[src/rtl/hazard_if.sv]
// Signal bundle between the pipeline control logic and the hazard unit.
// No valid/ready handshake here: every signal is level-sensitive and is sampled in the cycle it is presented.
interface hazard_if #(
    parameter int CNT_W = 32
);
    logic [4:0]       Rs1_D, Rs2_D;
    logic [4:0]       Rs1_E, Rs2_E;
    logic [4:0]       Rd_E, Rd_M, Rd_W;
    logic             RegWrite_M, RegWrite_W;
    logic [1:0]       ResultSrc_E;
    logic             PCSrc_E;
    logic             MultiCycle_E;
    logic             Stall_F, Stall_D, Flush_D;
    logic             Stall_E, Flush_E, Bubble_M;
    logic [1:0]       ForwardA_E, ForwardB_E;
    logic             MC_Done;
    logic [CNT_W-1:0] StallCycles, FlushEvents;
    logic             state_dbg;

    modport master (
        output Rs1_D, Rs2_D, Rs1_E, Rs2_E, Rd_E, Rd_M, Rd_W,
               RegWrite_M, RegWrite_W, ResultSrc_E, PCSrc_E, MultiCycle_E,
        input  Stall_F, Stall_D, Flush_D, Stall_E, Flush_E, Bubble_M,
               ForwardA_E, ForwardB_E, MC_Done, StallCycles, FlushEvents, state_dbg
    );

    modport slave (
        input  Rs1_D, Rs2_D, Rs1_E, Rs2_E, Rd_E, Rd_M, Rd_W,
               RegWrite_M, RegWrite_W, ResultSrc_E, PCSrc_E, MultiCycle_E,
        output Stall_F, Stall_D, Flush_D, Stall_E, Flush_E, Bubble_M,
               ForwardA_E, ForwardB_E, MC_Done, StallCycles, FlushEvents, state_dbg
    );
endinterface

[src/rtl/hazard_unit.sv]
// Pipeline hazard control: operand forwarding, load-use/branch stall and flush,
// multi-cycle execute sequencing and saturating stall/flush counters.
module hazard_unit #(
    parameter int MC_LATENCY = 4,
    parameter int CNT_W      = 32
) (
    input logic   clk,
    input logic   rst,
    hazard_if.slave hif
);
    localparam int CW = (MC_LATENCY > 2) ? $clog2(MC_LATENCY) : 1;

    typedef enum logic {IDLE = 1'b0, BUSY = 1'b1} state_t;

    state_t           state, state_next;
    logic [CW-1:0]    cnt, cnt_next;
    logic [CNT_W-1:0] stall_cycles, flush_events;

    logic stall_f, stall_d, flush_d, stall_e, flush_e, bubble_m, mc_done;
    logic lw_stall;
    logic [1:0] fwd_a, fwd_b;

    // Forwarding: the younger result in M beats the older one in W.
    always_comb begin
        fwd_a = 2'b00;
        if (hif.RegWrite_M && hif.Rd_M != 5'd0 && hif.Rd_M == hif.Rs1_E)
            fwd_a = 2'b10;
        else if (hif.RegWrite_W && hif.Rd_W != 5'd0 && hif.Rd_W == hif.Rs1_E)
            fwd_a = 2'b01;
    end

    always_comb begin
        fwd_b = 2'b00;
        if (hif.RegWrite_M && hif.Rd_M != 5'd0 && hif.Rd_M == hif.Rs2_E)
            fwd_b = 2'b10;
        else if (hif.RegWrite_W && hif.Rd_W != 5'd0 && hif.Rd_W == hif.Rs2_E)
            fwd_b = 2'b01;
    end

    // A taken branch squashes the dependent instruction, so no load-use stall then.
    assign lw_stall = (hif.ResultSrc_E == 2'b01) && (hif.Rd_E != 5'd0) &&
                      ((hif.Rd_E == hif.Rs1_D) || (hif.Rd_E == hif.Rs2_D)) &&
                      !hif.PCSrc_E;

    always_ff @(posedge clk) begin
        if (rst) begin
            state <= IDLE;
            cnt   <= '0;
        end else begin
            state <= state_next;
            cnt   <= cnt_next;
        end
    end

    // While reset is held every control output stays low, so an aborted op never raises MC_Done.
    always_comb begin
        state_next = state;
        cnt_next   = cnt;
        stall_f    = 1'b0;
        stall_d    = 1'b0;
        flush_d    = 1'b0;
        stall_e    = 1'b0;
        flush_e    = 1'b0;
        bubble_m   = 1'b0;
        mc_done    = 1'b0;
        if (!rst) begin
            case (state)
                IDLE: begin
                    if (hif.MultiCycle_E) begin
                        if (MC_LATENCY == 1) begin
                            mc_done = 1'b1;
                        end else begin
                            stall_f    = 1'b1;
                            stall_d    = 1'b1;
                            stall_e    = 1'b1;
                            bubble_m   = 1'b1;
                            state_next = BUSY;
                            cnt_next   = CW'(MC_LATENCY - 2);
                        end
                    end else begin
                        stall_f = lw_stall;
                        stall_d = lw_stall;
                        flush_e = lw_stall | hif.PCSrc_E;
                        flush_d = hif.PCSrc_E;
                    end
                end
                BUSY: begin
                    if (cnt != '0) begin
                        stall_f  = 1'b1;
                        stall_d  = 1'b1;
                        stall_e  = 1'b1;
                        bubble_m = 1'b1;
                        cnt_next = cnt - 1'b1;
                    end else begin
                        mc_done    = 1'b1;
                        state_next = IDLE;
                    end
                end
                default: state_next = IDLE;
            endcase
        end
    end

    always_ff @(posedge clk) begin
        if (rst) begin
            stall_cycles <= '0;
            flush_events <= '0;
        end else begin
            if (stall_f && stall_cycles != '1)
                stall_cycles <= stall_cycles + 1'b1;
            if (hif.PCSrc_E && flush_events != '1)
                flush_events <= flush_events + 1'b1;
        end
    end

    assign hif.Stall_F     = stall_f;
    assign hif.Stall_D     = stall_d;
    assign hif.Flush_D     = flush_d;
    assign hif.Stall_E     = stall_e;
    assign hif.Flush_E     = flush_e;
    assign hif.Bubble_M    = bubble_m;
    assign hif.ForwardA_E  = fwd_a;
    assign hif.ForwardB_E  = fwd_b;
    assign hif.MC_Done     = mc_done;
    assign hif.StallCycles = stall_cycles;
    assign hif.FlushEvents = flush_events;
    assign hif.state_dbg   = state;
endmodule

[src/flat_wrapper.sv]
// flat-port wrapper written by rule: the top's interface ports become plain ports
module hazard_unit_flat 
#(
    parameter int MC_LATENCY = 4,
    parameter int CNT_W      = 32
)
  (clk, rst, hif_Rs1_D, hif_Rs2_D, hif_Rs1_E, hif_Rs2_E, hif_Rd_E, hif_Rd_M, hif_Rd_W, hif_RegWrite_M, hif_RegWrite_W, hif_ResultSrc_E, hif_PCSrc_E, hif_MultiCycle_E, hif_Stall_F, hif_Stall_D, hif_Flush_D, hif_Stall_E, hif_Flush_E, hif_Bubble_M, hif_ForwardA_E, hif_ForwardB_E, hif_MC_Done, hif_StallCycles, hif_FlushEvents, hif_state_dbg);
  hazard_if #(.CNT_W(CNT_W)) hif_i ();
  input logic clk;
  input logic rst;
  input wire logic [$bits(hif_i.Rs1_D)-1:0] hif_Rs1_D;
  input wire logic [$bits(hif_i.Rs2_D)-1:0] hif_Rs2_D;
  input wire logic [$bits(hif_i.Rs1_E)-1:0] hif_Rs1_E;
  input wire logic [$bits(hif_i.Rs2_E)-1:0] hif_Rs2_E;
  input wire logic [$bits(hif_i.Rd_E)-1:0] hif_Rd_E;
  input wire logic [$bits(hif_i.Rd_M)-1:0] hif_Rd_M;
  input wire logic [$bits(hif_i.Rd_W)-1:0] hif_Rd_W;
  input wire logic [$bits(hif_i.RegWrite_M)-1:0] hif_RegWrite_M;
  input wire logic [$bits(hif_i.RegWrite_W)-1:0] hif_RegWrite_W;
  input wire logic [$bits(hif_i.ResultSrc_E)-1:0] hif_ResultSrc_E;
  input wire logic [$bits(hif_i.PCSrc_E)-1:0] hif_PCSrc_E;
  input wire logic [$bits(hif_i.MultiCycle_E)-1:0] hif_MultiCycle_E;
  output wire logic [$bits(hif_i.Stall_F)-1:0] hif_Stall_F;
  output wire logic [$bits(hif_i.Stall_D)-1:0] hif_Stall_D;
  output wire logic [$bits(hif_i.Flush_D)-1:0] hif_Flush_D;
  output wire logic [$bits(hif_i.Stall_E)-1:0] hif_Stall_E;
  output wire logic [$bits(hif_i.Flush_E)-1:0] hif_Flush_E;
  output wire logic [$bits(hif_i.Bubble_M)-1:0] hif_Bubble_M;
  output wire logic [$bits(hif_i.ForwardA_E)-1:0] hif_ForwardA_E;
  output wire logic [$bits(hif_i.ForwardB_E)-1:0] hif_ForwardB_E;
  output wire logic [$bits(hif_i.MC_Done)-1:0] hif_MC_Done;
  output wire logic [$bits(hif_i.StallCycles)-1:0] hif_StallCycles;
  output wire logic [$bits(hif_i.FlushEvents)-1:0] hif_FlushEvents;
  output wire logic [$bits(hif_i.state_dbg)-1:0] hif_state_dbg;
  assign hif_i.Rs1_D = hif_Rs1_D;
  assign hif_i.Rs2_D = hif_Rs2_D;
  assign hif_i.Rs1_E = hif_Rs1_E;
  assign hif_i.Rs2_E = hif_Rs2_E;
  assign hif_i.Rd_E = hif_Rd_E;
  assign hif_i.Rd_M = hif_Rd_M;
  assign hif_i.Rd_W = hif_Rd_W;
  assign hif_i.RegWrite_M = hif_RegWrite_M;
  assign hif_i.RegWrite_W = hif_RegWrite_W;
  assign hif_i.ResultSrc_E = hif_ResultSrc_E;
  assign hif_i.PCSrc_E = hif_PCSrc_E;
  assign hif_i.MultiCycle_E = hif_MultiCycle_E;
  assign hif_Stall_F = hif_i.Stall_F;
  assign hif_Stall_D = hif_i.Stall_D;
  assign hif_Flush_D = hif_i.Flush_D;
  assign hif_Stall_E = hif_i.Stall_E;
  assign hif_Flush_E = hif_i.Flush_E;
  assign hif_Bubble_M = hif_i.Bubble_M;
  assign hif_ForwardA_E = hif_i.ForwardA_E;
  assign hif_ForwardB_E = hif_i.ForwardB_E;
  assign hif_MC_Done = hif_i.MC_Done;
  assign hif_StallCycles = hif_i.StallCycles;
  assign hif_FlushEvents = hif_i.FlushEvents;
  assign hif_state_dbg = hif_i.state_dbg;
  hazard_unit #(.MC_LATENCY(MC_LATENCY), .CNT_W(CNT_W)) u_core (.clk(clk), .rst(rst), .hif(hif_i));
endmodule
[config.mk]
export PLATFORM = sky130hd
export DESIGN_NAME = hazard_unit_flat
export DESIGN_NICKNAME = d
export VERILOG_FILES = /design/src/rtl/hazard_if.sv /design/src/rtl/hazard_unit.sv /design/src/flat_wrapper.sv
export SDC_FILE = /design/constraint.sdc
export NUM_CORES = 1
export LEC_CHECK = 0
export CORE_AREA = 2 2 90 92
export CTS_BUF_LIST = sky130_fd_sc_hd__clkbuf_16
export DETAILED_ROUTE_END_ITERATION = 12
export DIE_AREA = 0 0 92 94
export PLACE_DENSITY_LB_ADDON = 0.3
export SLEW_MARGIN = 5
export SYNTH_ARGS = -nofsm -noshare
export SYNTH_HDL_FRONTEND = slang
export SYNTH_SLANG_ARGS = --single-unit
[constraint.sdc]
create_clock -name clk -period 3.1 [get_ports clk]
set_input_delay 0.31 -clock clk [delete_from_list [all_inputs] [get_ports clk]]
set_output_delay 0.31 -clock clk [all_outputs]
set_load 0.03 [all_outputs]
# After elaboration in Yosys (flattened, before gate mapping)
# Index checks and enable logic that the tools add are counted.
# op_classes
n_addsub	3
eq_ne	11
n_mux	23
n_bitwise	2
n_reduce_logical	18
# op_table
cell	count
32-bit by 1-bit adder with 32-bit output (second input constant)	2
32-bit inequality test (second input constant)	2
5-bit equality test	6
1-bit 2-to-1 mux	16
5-bit nonzero test	3
1-bit logical AND	11
2-bit 2-to-1 mux	4
2-bit inequality test (second input constant)	2
1-bit one-hot mux with 2 select lines	2
2-bit one-hot mux with 2 select lines	1
2-bit by 1-bit equality test with 1-bit output (second input constant)	1
2-bit AND reduction	1
2-bit nonzero test	1
2-bit by 1-bit subtractor with 2-bit output (second input constant)	1
1-bit logical NOT	1
1-bit logical OR	1
1-bit inverter	1
1-bit bitwise OR	1
# totals
register_bits	67
in_bits	43
out_inout_bits	76
word_cells	61

# Longest topological paths before layout
# Gate-level depths: netlist of run 1.
# logic_depth
word_depth	8
ltp_mapped	9
mapped_depth_nobuf	8

# Worst setup path after synthesis of run 1
# Ideal clock, no wire load.
# synth_timing
path_kind	input-to-output
start	input port hif_Rd_M[1]
end	output port hif_ForwardA_E[0]
arrival_ps	2247
required_time_ps	2790
setup_slack_ps	543
stages	4
n_path_buf	0
path_cell_list	or4_1 o21ai_0 nor4_1 nor4_1
# synth_between
elab_chain_cells	4
elab_cells_between_ends	5
cone_classes	1 x eq/ne; 1 x mux; 3 x reduce/logical
# synth_rtl
element	line_no	text
start: declaration	flat_wrapper.sv:16	input wire logic [$bits(hif_i.Rd_M)-1:0] hif_Rd_M;
5-bit nonzero test	hazard_unit.sv:26	if (hif.RegWrite_M && hif.Rd_M != 5'd0 && hif.Rd_M == hif.Rs1_E)
1-bit logical AND	hazard_unit.sv:26	
1-bit logical AND (*)	hazard_unit.sv:26	
2-bit 2-to-1 mux (*)	hazard_unit.sv:26	
end: declaration	flat_wrapper.sv:29	output wire logic [$bits(hif_i.ForwardA_E)-1:0] hif_ForwardA_E;
# Mark *: on every way between the ends. The rest lies on a longest branch, timed or not.

# Final worst setup path of run 1
# layout_timing
start	input port hif_Rd_M[1]
end	output port hif_ForwardB_E[0]
# layout_between
elab_chain_cells	4
elab_cells_between_ends	5
cone_classes	1 x eq/ne; 1 x mux; 3 x reduce/logical
# layout_rtl
element	line_no	text
5-bit nonzero test	hazard_unit.sv:34	if (hif.RegWrite_M && hif.Rd_M != 5'd0 && hif.Rd_M == hif.Rs2_E)
1-bit logical AND	hazard_unit.sv:34	
1-bit logical AND (*)	hazard_unit.sv:34	
2-bit 2-to-1 mux (*)	hazard_unit.sv:34	
end: declaration	flat_wrapper.sv:30	output wire logic [$bits(hif_i.ForwardB_E)-1:0] hif_ForwardB_E;
# Marks and branches as above.

==> results of run 1 <==
## logic make-up (layout without fill, tap and decap cells)
kind of cell / Yosys count / in the layout / share of synthesized area, %
adder cells (fa/ha/maj): 3 / 3 / 0.984
multiplexers: 5 / 5 / 1.48
flip-flops: 67 / 67 / 35.2
AND/OR/NAND/NOR: 215 / 215 / 31.1
XOR/XNOR: 50 / 50 / 11.5
AO/OA/AOI/OAI: 93 / 93 / 15.2
buffers and inverters: 35 / 150 / 4.56
## flip-flops by register name, indices dropped and copies added, names as in the netlist
signal	count
u_core.cnt	2
u_core.hif.state_dbg	1
u_core.hif.FlushEvents	32
u_core.hif.StallCycles	32
## per-layer routing
metal	global-route usage [%]	up-vias
li1	-	1956
met1	29.3	1856
met2	43.0	111
met3	4.98	18
met4	8.71	0
met5	0	-
## Yosys cell counts (2+ instances only)
library cell	instances	share of area, %
buf_2	4	0.52
nor2b_1	6	0.98
mux2_2	5	1.5
buf_6	4	1.2
nor4_1	7	1.1
o21ai_0	24	3.1
nand4_1	24	3.9
o21a_1	3	0.59
xnor2_1	27	6.2
dfxtp_1	67	35
and3_1	8	1.3
nor3_1	19	2.5
a211oi_1	2	0.39
and4_1	8	1.8
xor2_1	23	5.3
buf_1	2	0.20
clkbuf_1	11	1.1
ha_1	3	0.98
nand3_1	33	4.3
or3_1	22	3.6
o41ai_1	3	0.69
o311ai_0	5	1.1
o31ai_1	9	1.8
o211ai_1	4	0.79
a21oi_1	36	4.7
or4_1	15	3.0
inv_1	12	1.2
nor2_1	42	4.1
buf_4	2	0.39
nand2_1	21	2.1
## layout make-up
type | instances | area share (%)
Clock buffer | 9 | 4.24
Inverter | 12 | 0.848
Clock inverter | 7 | 1.27
Sequential cell | 67 | 25.3
Timing Repair Buffer | 122 | 22.7
Tap cell | 102 | 2.40
Multi-Input combinational cell | 366 | 43.3
## power by group through the flow
stage | clock network [mW] | registers (mW) | logic [mW]
finish | 1.02 | 0.880 | 0.238
floorplan | 0 | 0.907 | 0.117
detailed placement | 0 | 0.899 | 0.237
global placement | 0 | 0.898 | 0.231
CTS | 1.02 | 0.880 | 0.238
global route | 1.06 | 0.881 | 0.258
## how the worst min path moves through the flow
stage	from	to	slack, ns	cells after the start
2_1_floorplan	u_core.cnt[0]	u_core.cnt[0]	0.44	1
3_3_place_gp	u_core.cnt[0]	u_core.cnt[0]	0.45	1
3_5_place_dp	u_core.cnt[0]	u_core.cnt[0]	0.46	1
4_1_cts	rst	u_core.hif.FlushEvents[21]	0.29	2
5_1_grt	rst	u_core.hif.FlushEvents[21]	0.31	2
6_report	rst	u_core.hif.FlushEvents[21]	0.30	2
## cell usage in the layout, fill, tap and decap left out, types with 2 or more instances in the layout
cell type | Yosys | final
xnor2_1 | 27 | 27
and4_1 | 8 | 8
mux2_2 | 5 | 5
nor2b_1 | 6 | 6
buf_4 | 2 | 4
a211oi_1 | 2 | 2
dfxtp_1 | 67 | 67
clkbuf_16 | 0 | 9
nor4_1 | 7 | 7
o21a_1 | 3 | 3
inv_1 | 12 | 13
a21oi_1 | 36 | 36
o311ai_0 | 5 | 5
nor3_1 | 19 | 19
o41ai_1 | 3 | 3
and3_1 | 8 | 8
or3_1 | 22 | 22
xor2_1 | 23 | 23
ha_1 | 3 | 3
o31ai_1 | 9 | 9
nand3_1 | 33 | 33
clkdlybuf4s50_1 | 0 | 117
or4_1 | 15 | 15
o21ai_0 | 24 | 24
nand2_1 | 21 | 21
o211ai_1 | 4 | 4
nor2_1 | 42 | 42
nand4_1 | 24 | 24
==> reports/summary.txt, run 1 <==
CTS root buf -> clkbuf_16
Power per cell area -> 402 nW/µm²
Wire length per cell -> 15.5 µm
Slew Limit Fails -> 0
Syn. warnings -> 0
Clock share of power -> 47.7%
Crit end category -> output pin
Worst Setup EP -> hif_ForwardB_E[0]
Worst-path cell chain -> clkdlybuf4s50_1, or4_1, o21ai_0, nor4_1, nor4_1, clkdlybuf4s50_1
Hold WC Path Type -> input pin to flop
GP Congestion -> 0.900
Resized Gates After CTS -> 0
Met3 wire len -> 585 µm
Mapped cell area -> 3810 µm²
Reg2reg setup slack -> 0.64 ns
Static Leak -> 1.70 nW
DR top layer -> met4
# rows -> 32
Total number of vias -> 3,941
Worst R2R Start -> u_core.cnt[0]
Die Span Y -> 94 µm
Placed insts -> 669
Detailed placer's ending HPWL -> 7650 µm
Routed wl met2 -> 5320 µm
Syn Nets -> 514
WHS -> 0.300 ns
Post-layout min period -> 2.96 ns
Maxcap violations -> 0
Antenna diodes -> 0
Syn Inst Count -> 468
Sw Ratio -> 25.1%
Die ar. -> 8650 µm²
Clock Skew -> 0.00544 ns
Final antenna-violating net count -> 0
Drt total wl -> 10,600 µm
Largest delay share family, worst path -> buffers and inverters
Syn_area_per_cell -> 8.15 µm²
Asr flop ratio synth -> 0%
Final setup fails -> 0
Clk_lat worst skew -> 0.33 ns
Status -> complete, no violations
Htree depth -> 3
CP bufs+invs -> 2
Worst path max stage delay -> 0.72 ns
Arr. time, crit path -> 2.65 ns
Worst path depth -> 6
Fmax -> 337 MHz
Setup tns final -> 0 ns
P_int -> 1.60 mW
Psw -> 0.535 mW
Vias in the first global route -> 3,705
Multi-input gate area -> 2300 µm²
CP Data Required Time -> 2.79 ns
Clock slew at reported path FFs -> 0.06 ns
Setup WS pre-CTS -> 0.0900 ns
Core ar. -> 7610 µm²
Design area -> 5310 µm²
Drc violations -> 0
Overall Power -> 2.14 mW
Via/cell ratio -> 5.75
Setup ws final -> 0.137 ns
Distinct cells, synth -> 47
Die X -> 92 µm
M1 wire length -> 4550 µm
Setup bufs post-CTS -> 0
Hold_buf cts -> 0
Reg power frac -> 41.2%
Logic pwr share -> 11.1%
Number of CTS-inserted buffers -> 9
R2r endpoint -> u_core.hif.StallCycles[18]
Worst-case reg-to-reg path depth -> 7
Top Ports -> 119
Initial antenna violation count -> 0
Largest fanout on the critical path -> 3
Clock Tree Buf Depth -> 2
Total GRT Usage -> 24.3%
First-pass GRT wire length -> 17,200 µm
Worst rel slew slack -> 52.6%
Fillers -> 612
Final core occ -> 69.8%
DRT Pass-1 Iters -> 4
Share of cells above drive strength 1 -> 5.32%
Initial Util -> 50.1%
Congestion Overflow GR -> 0
Register area -> 1340 µm²
RSZ-0062 raised after global routing -> no
Iteration-0 DRC Markers -> 192
Prevailing post-synth register cell -> dfxtp_1
Cell with the largest stage delay on the worst path -> clkdlybuf4s50_1
Largest net degree at the start of global routing -> 60
Final non-filler cell total -> 685
Worst-margin pin slew -> 0.705 ns
CP Class -> input pin to output pin
PortBufs -> 118
EDFF count, synth -> 0
Area of placed instances -> 5020 µm²
Flip-flop and latch count after synthesis -> 67
Critical path origin -> hif_Rd_M[1]
Sequential cell area fraction in the yosys report -> 35.2%
CTS tree -> built
Final Hold Viols -> 0
Final #Nets -> 624
CP Launch Type -> input pin
Worst IR drop on VDD -> 0.319 mV
Sink Count -> 67
Syn-to-layout area delta -> 39.3%
Final cycle utilization of the critical path -> 95.6%
(Power assumes the default switching activity.)
==> run 2, diff against run 1 <==
--- a/config.mk
+++ b/config.mk
@@ -5,10 +5,12 @@
 export SDC_FILE = /design/constraint.sdc
 export NUM_CORES = 1
 export LEC_CHECK = 0
-export CORE_AREA = 2 2 90 92
+export CELL_PAD_IN_SITES_DETAIL_PLACEMENT = 1
+export CELL_PAD_IN_SITES_GLOBAL_PLACEMENT = 2
+export CORE_AREA = 2 2 120 122
 export CTS_BUF_LIST = sky130_fd_sc_hd__clkbuf_16
 export DETAILED_ROUTE_END_ITERATION = 12
-export DIE_AREA = 0 0 92 94
+export DIE_AREA = 0 0 122 124
 export PLACE_DENSITY_LB_ADDON = 0.3
 export SLEW_MARGIN = 5
 export SYNTH_ARGS = -nofsm -noshare
==> reports/summary.txt, run 2 (synthesis results as in run 1) <==
Status -> complete, no violations
Clock Skew -> 0.00290 ns (-0.00254 ns)
CTS root buf -> clkbuf_16
Top Ports -> 119 (unchanged)
Critical path origin -> hif_Rd_E[0]
Most frequent cells in the layout -> clkdlybuf4s50_1, dfxtp_1, nor2_1
Post-layout min period -> 2.79 ns (-0.176 ns)
Most common cell after layout, fill and taps aside -> clkdlybuf4s50_1
Fillers -> 1,633 (+170%)
Final Hold Viols -> 0 (unchanged)
CTS tree -> built
Setup bufs post-CTS -> 0 (unchanged)
Final #Nets -> 628 (+0.64%)
Fmax -> 359 MHz (+6.3%)
Hold WC Path Type -> input pin to flop
Clock Tree Buf Depth -> 2 (unchanged)
Syn-to-layout area delta -> 41.6%
Worst IR drop on VDD -> 0.241 mV (-24%)
Final setup fails -> 0 (unchanged)
Worst rel slew slack -> 51.3% (-1.4 points)
Static Leak -> 1.74 nW (+2.2%)
Largest delay share family, worst path -> buffers and inverters
Congestion Overflow GR -> 0 (unchanged)
Worst path max stage delay -> 0.70 ns (-0.02 ns)
CP Class -> input pin to output pin
DRT Pass-1 Iters -> 4 (unchanged)
# rows -> 43 (+34%)
R2r endpoint -> u_core.hif.StallCycles[24]
PortBufs -> 118 (unchanged)
WHS -> 0.373 ns (+0.0726 ns)
Via/cell ratio -> 5.25 (-8.7%)
Worst Hold Path EP -> u_core.hif.state_dbg
Hold_buf cts -> 0 (unchanged)
Hold Path Depth -> 3 (+1)
Worst-case reg-to-reg path depth -> 8 (+1)
Initial Util -> 27.8% (-22 points)
Cell mode on critical path -> clkdlybuf4s50_1
Worst-margin pin slew -> 0.725 ns (+0.0201 ns)
Setup tns final -> 0 ns (unchanged)
Final cycle utilization of the critical path -> 89.9% (-5.7 points)
Total GRT Usage -> 17.2% (-7.1 points)
Total number of vias -> 4,019 (+2.0%)
Detailed placer's ending HPWL -> 9260 µm (+21%)
Initial antenna violation count -> 0 (unchanged)
CP Data Required Time -> 2.79 ns (about the same)
Share of cells above drive strength 1 -> 5.47% (+0.15 points)
Clk_lat worst skew -> 0.34 ns (about the same)
Clock slew at reported path FFs -> 0.05 ns (about the same)
Power per cell area -> 374 nW/µm² (-7.0%)
Wire length per cell -> 16.5 µm (+6.2%)
Vias in the first global route -> 4,117 (+11%)
CP bufs+invs -> 4 (+2)
CP Launch Type -> input pin
Cell with the largest stage delay on the worst path -> clkdlybuf4s50_1
Drt total wl -> 12,600 µm (+19%)
Maxcap violations -> 0 (unchanged)
Worst R2R Start -> u_core.cnt[0]
Reg2reg setup slack -> 0.84 ns (+0.20 ns)
Hold path start -> rst
Drc violations -> 0 (unchanged)
GP Congestion -> 0.860 (-4.4%)
Sink Count -> 67 (unchanged)
Die Span Y -> 124 µm (+32%)
Iteration-0 DRC Markers -> 166 (-14%)
Die X -> 122 µm (+33%)
First-pass GRT wire length -> 20,400 µm (+19%)
Crit end category -> output pin
Antenna diodes -> 0 (unchanged)
Die ar. -> 15,100 µm² (+75%)
Htree depth -> 3 (unchanged)
Slew Limit Fails -> 0 (unchanged)
Largest net degree at the start of global routing -> 52 (-13%)
Final antenna-violating net count -> 0 (unchanged)
Worst-path cell chain -> clkdlybuf4s50_1, xnor2_1, nand3_1, o22ai_1, buf_4, o21ai_2, inv_1, clkdlybuf4s50_1
Largest fanout on the critical path -> 4 (+1)
Core ar. -> 13,700 µm² (+80%)
Arr. time, crit path -> 2.48 ns (-0.17 ns)
RSZ-0062 raised after global routing -> no
Number of CTS-inserted buffers -> 9 (unchanged)
-- run 2: timing repair --
item / CTS / global route
resized for setup: 0 / 2
setup endpoints to repair: 0 / 2
hold endpoints to repair: 0 / 0
-- run 2: how the worst max path moves through the flow --
stage	to	slack (ns)	cells after the start
after global placement	hif_ForwardB_E[0]	0.19	6
after CTS	hif_ForwardA_E[0]	0.03	6
after detailed placement	hif_ForwardA_E[0]	0.03	6
after global routing	hif_Flush_E	0.11	7
after floorplan	hif_ForwardA_E[0]	0.54	4
final	hif_Stall_F	0.31	8
-- run 2: cell type report --
class	count	area, µm²	area share, %
clock buffers	9	225	4.17
clock inverters	5	23.8	0.440
repair buffers	126	1240	23.0
multi-input cells	366	2300	42.6
flip-flops and latches	67	1340	24.8
well taps	180	225	4.17
inverters	12	45.0	0.834
-- run 2: tightest hold or removal path: stages --
cell	delay, ns
buf_2	0.13
a211oi_4	0.05
buf_4	0.16
-- run 2: routing by layer --
layer  vias up  global-route usage [%]  routed length [µm]
li1       1961                       -                   -
met1      1954                    21.7                6020
met2        89                    29.1                5890
met3        15                    3.43                 514
met4         0                    6.47                 198
met5         -                       0                   0
-- run 2: stage by stage --
| stage | setup slack (ns) | area [µm²] | power, mW | instances | util, % |
|---|---|---|---|---|---|
| floorplan | 0.543 | 3810 | 1.02 | 468 | - |
| global placement | 0.188 | 5150 | 1.14 | 751 | 37.5 |
| detailed placement | 0.0262 | 5150 | 1.15 | 751 | 37.5 |
| CTS | 0.0302 | 5400 | 2.06 | 765 | 39.3 |
| global route | 0.111 | 5400 | 2.12 | 765 | 39.4 |
| finish | 0.313 | 5400 | 2.02 | 765 | 39.4 |
-- run 2: power breakdown --
part / total (mW) / switching (mW) / internal, mW
logic: 0.245 / 0.131 / 0.114
registers: 0.881 / 0.0116 / 0.870
clock network: 0.895 / 0.373 / 0.521
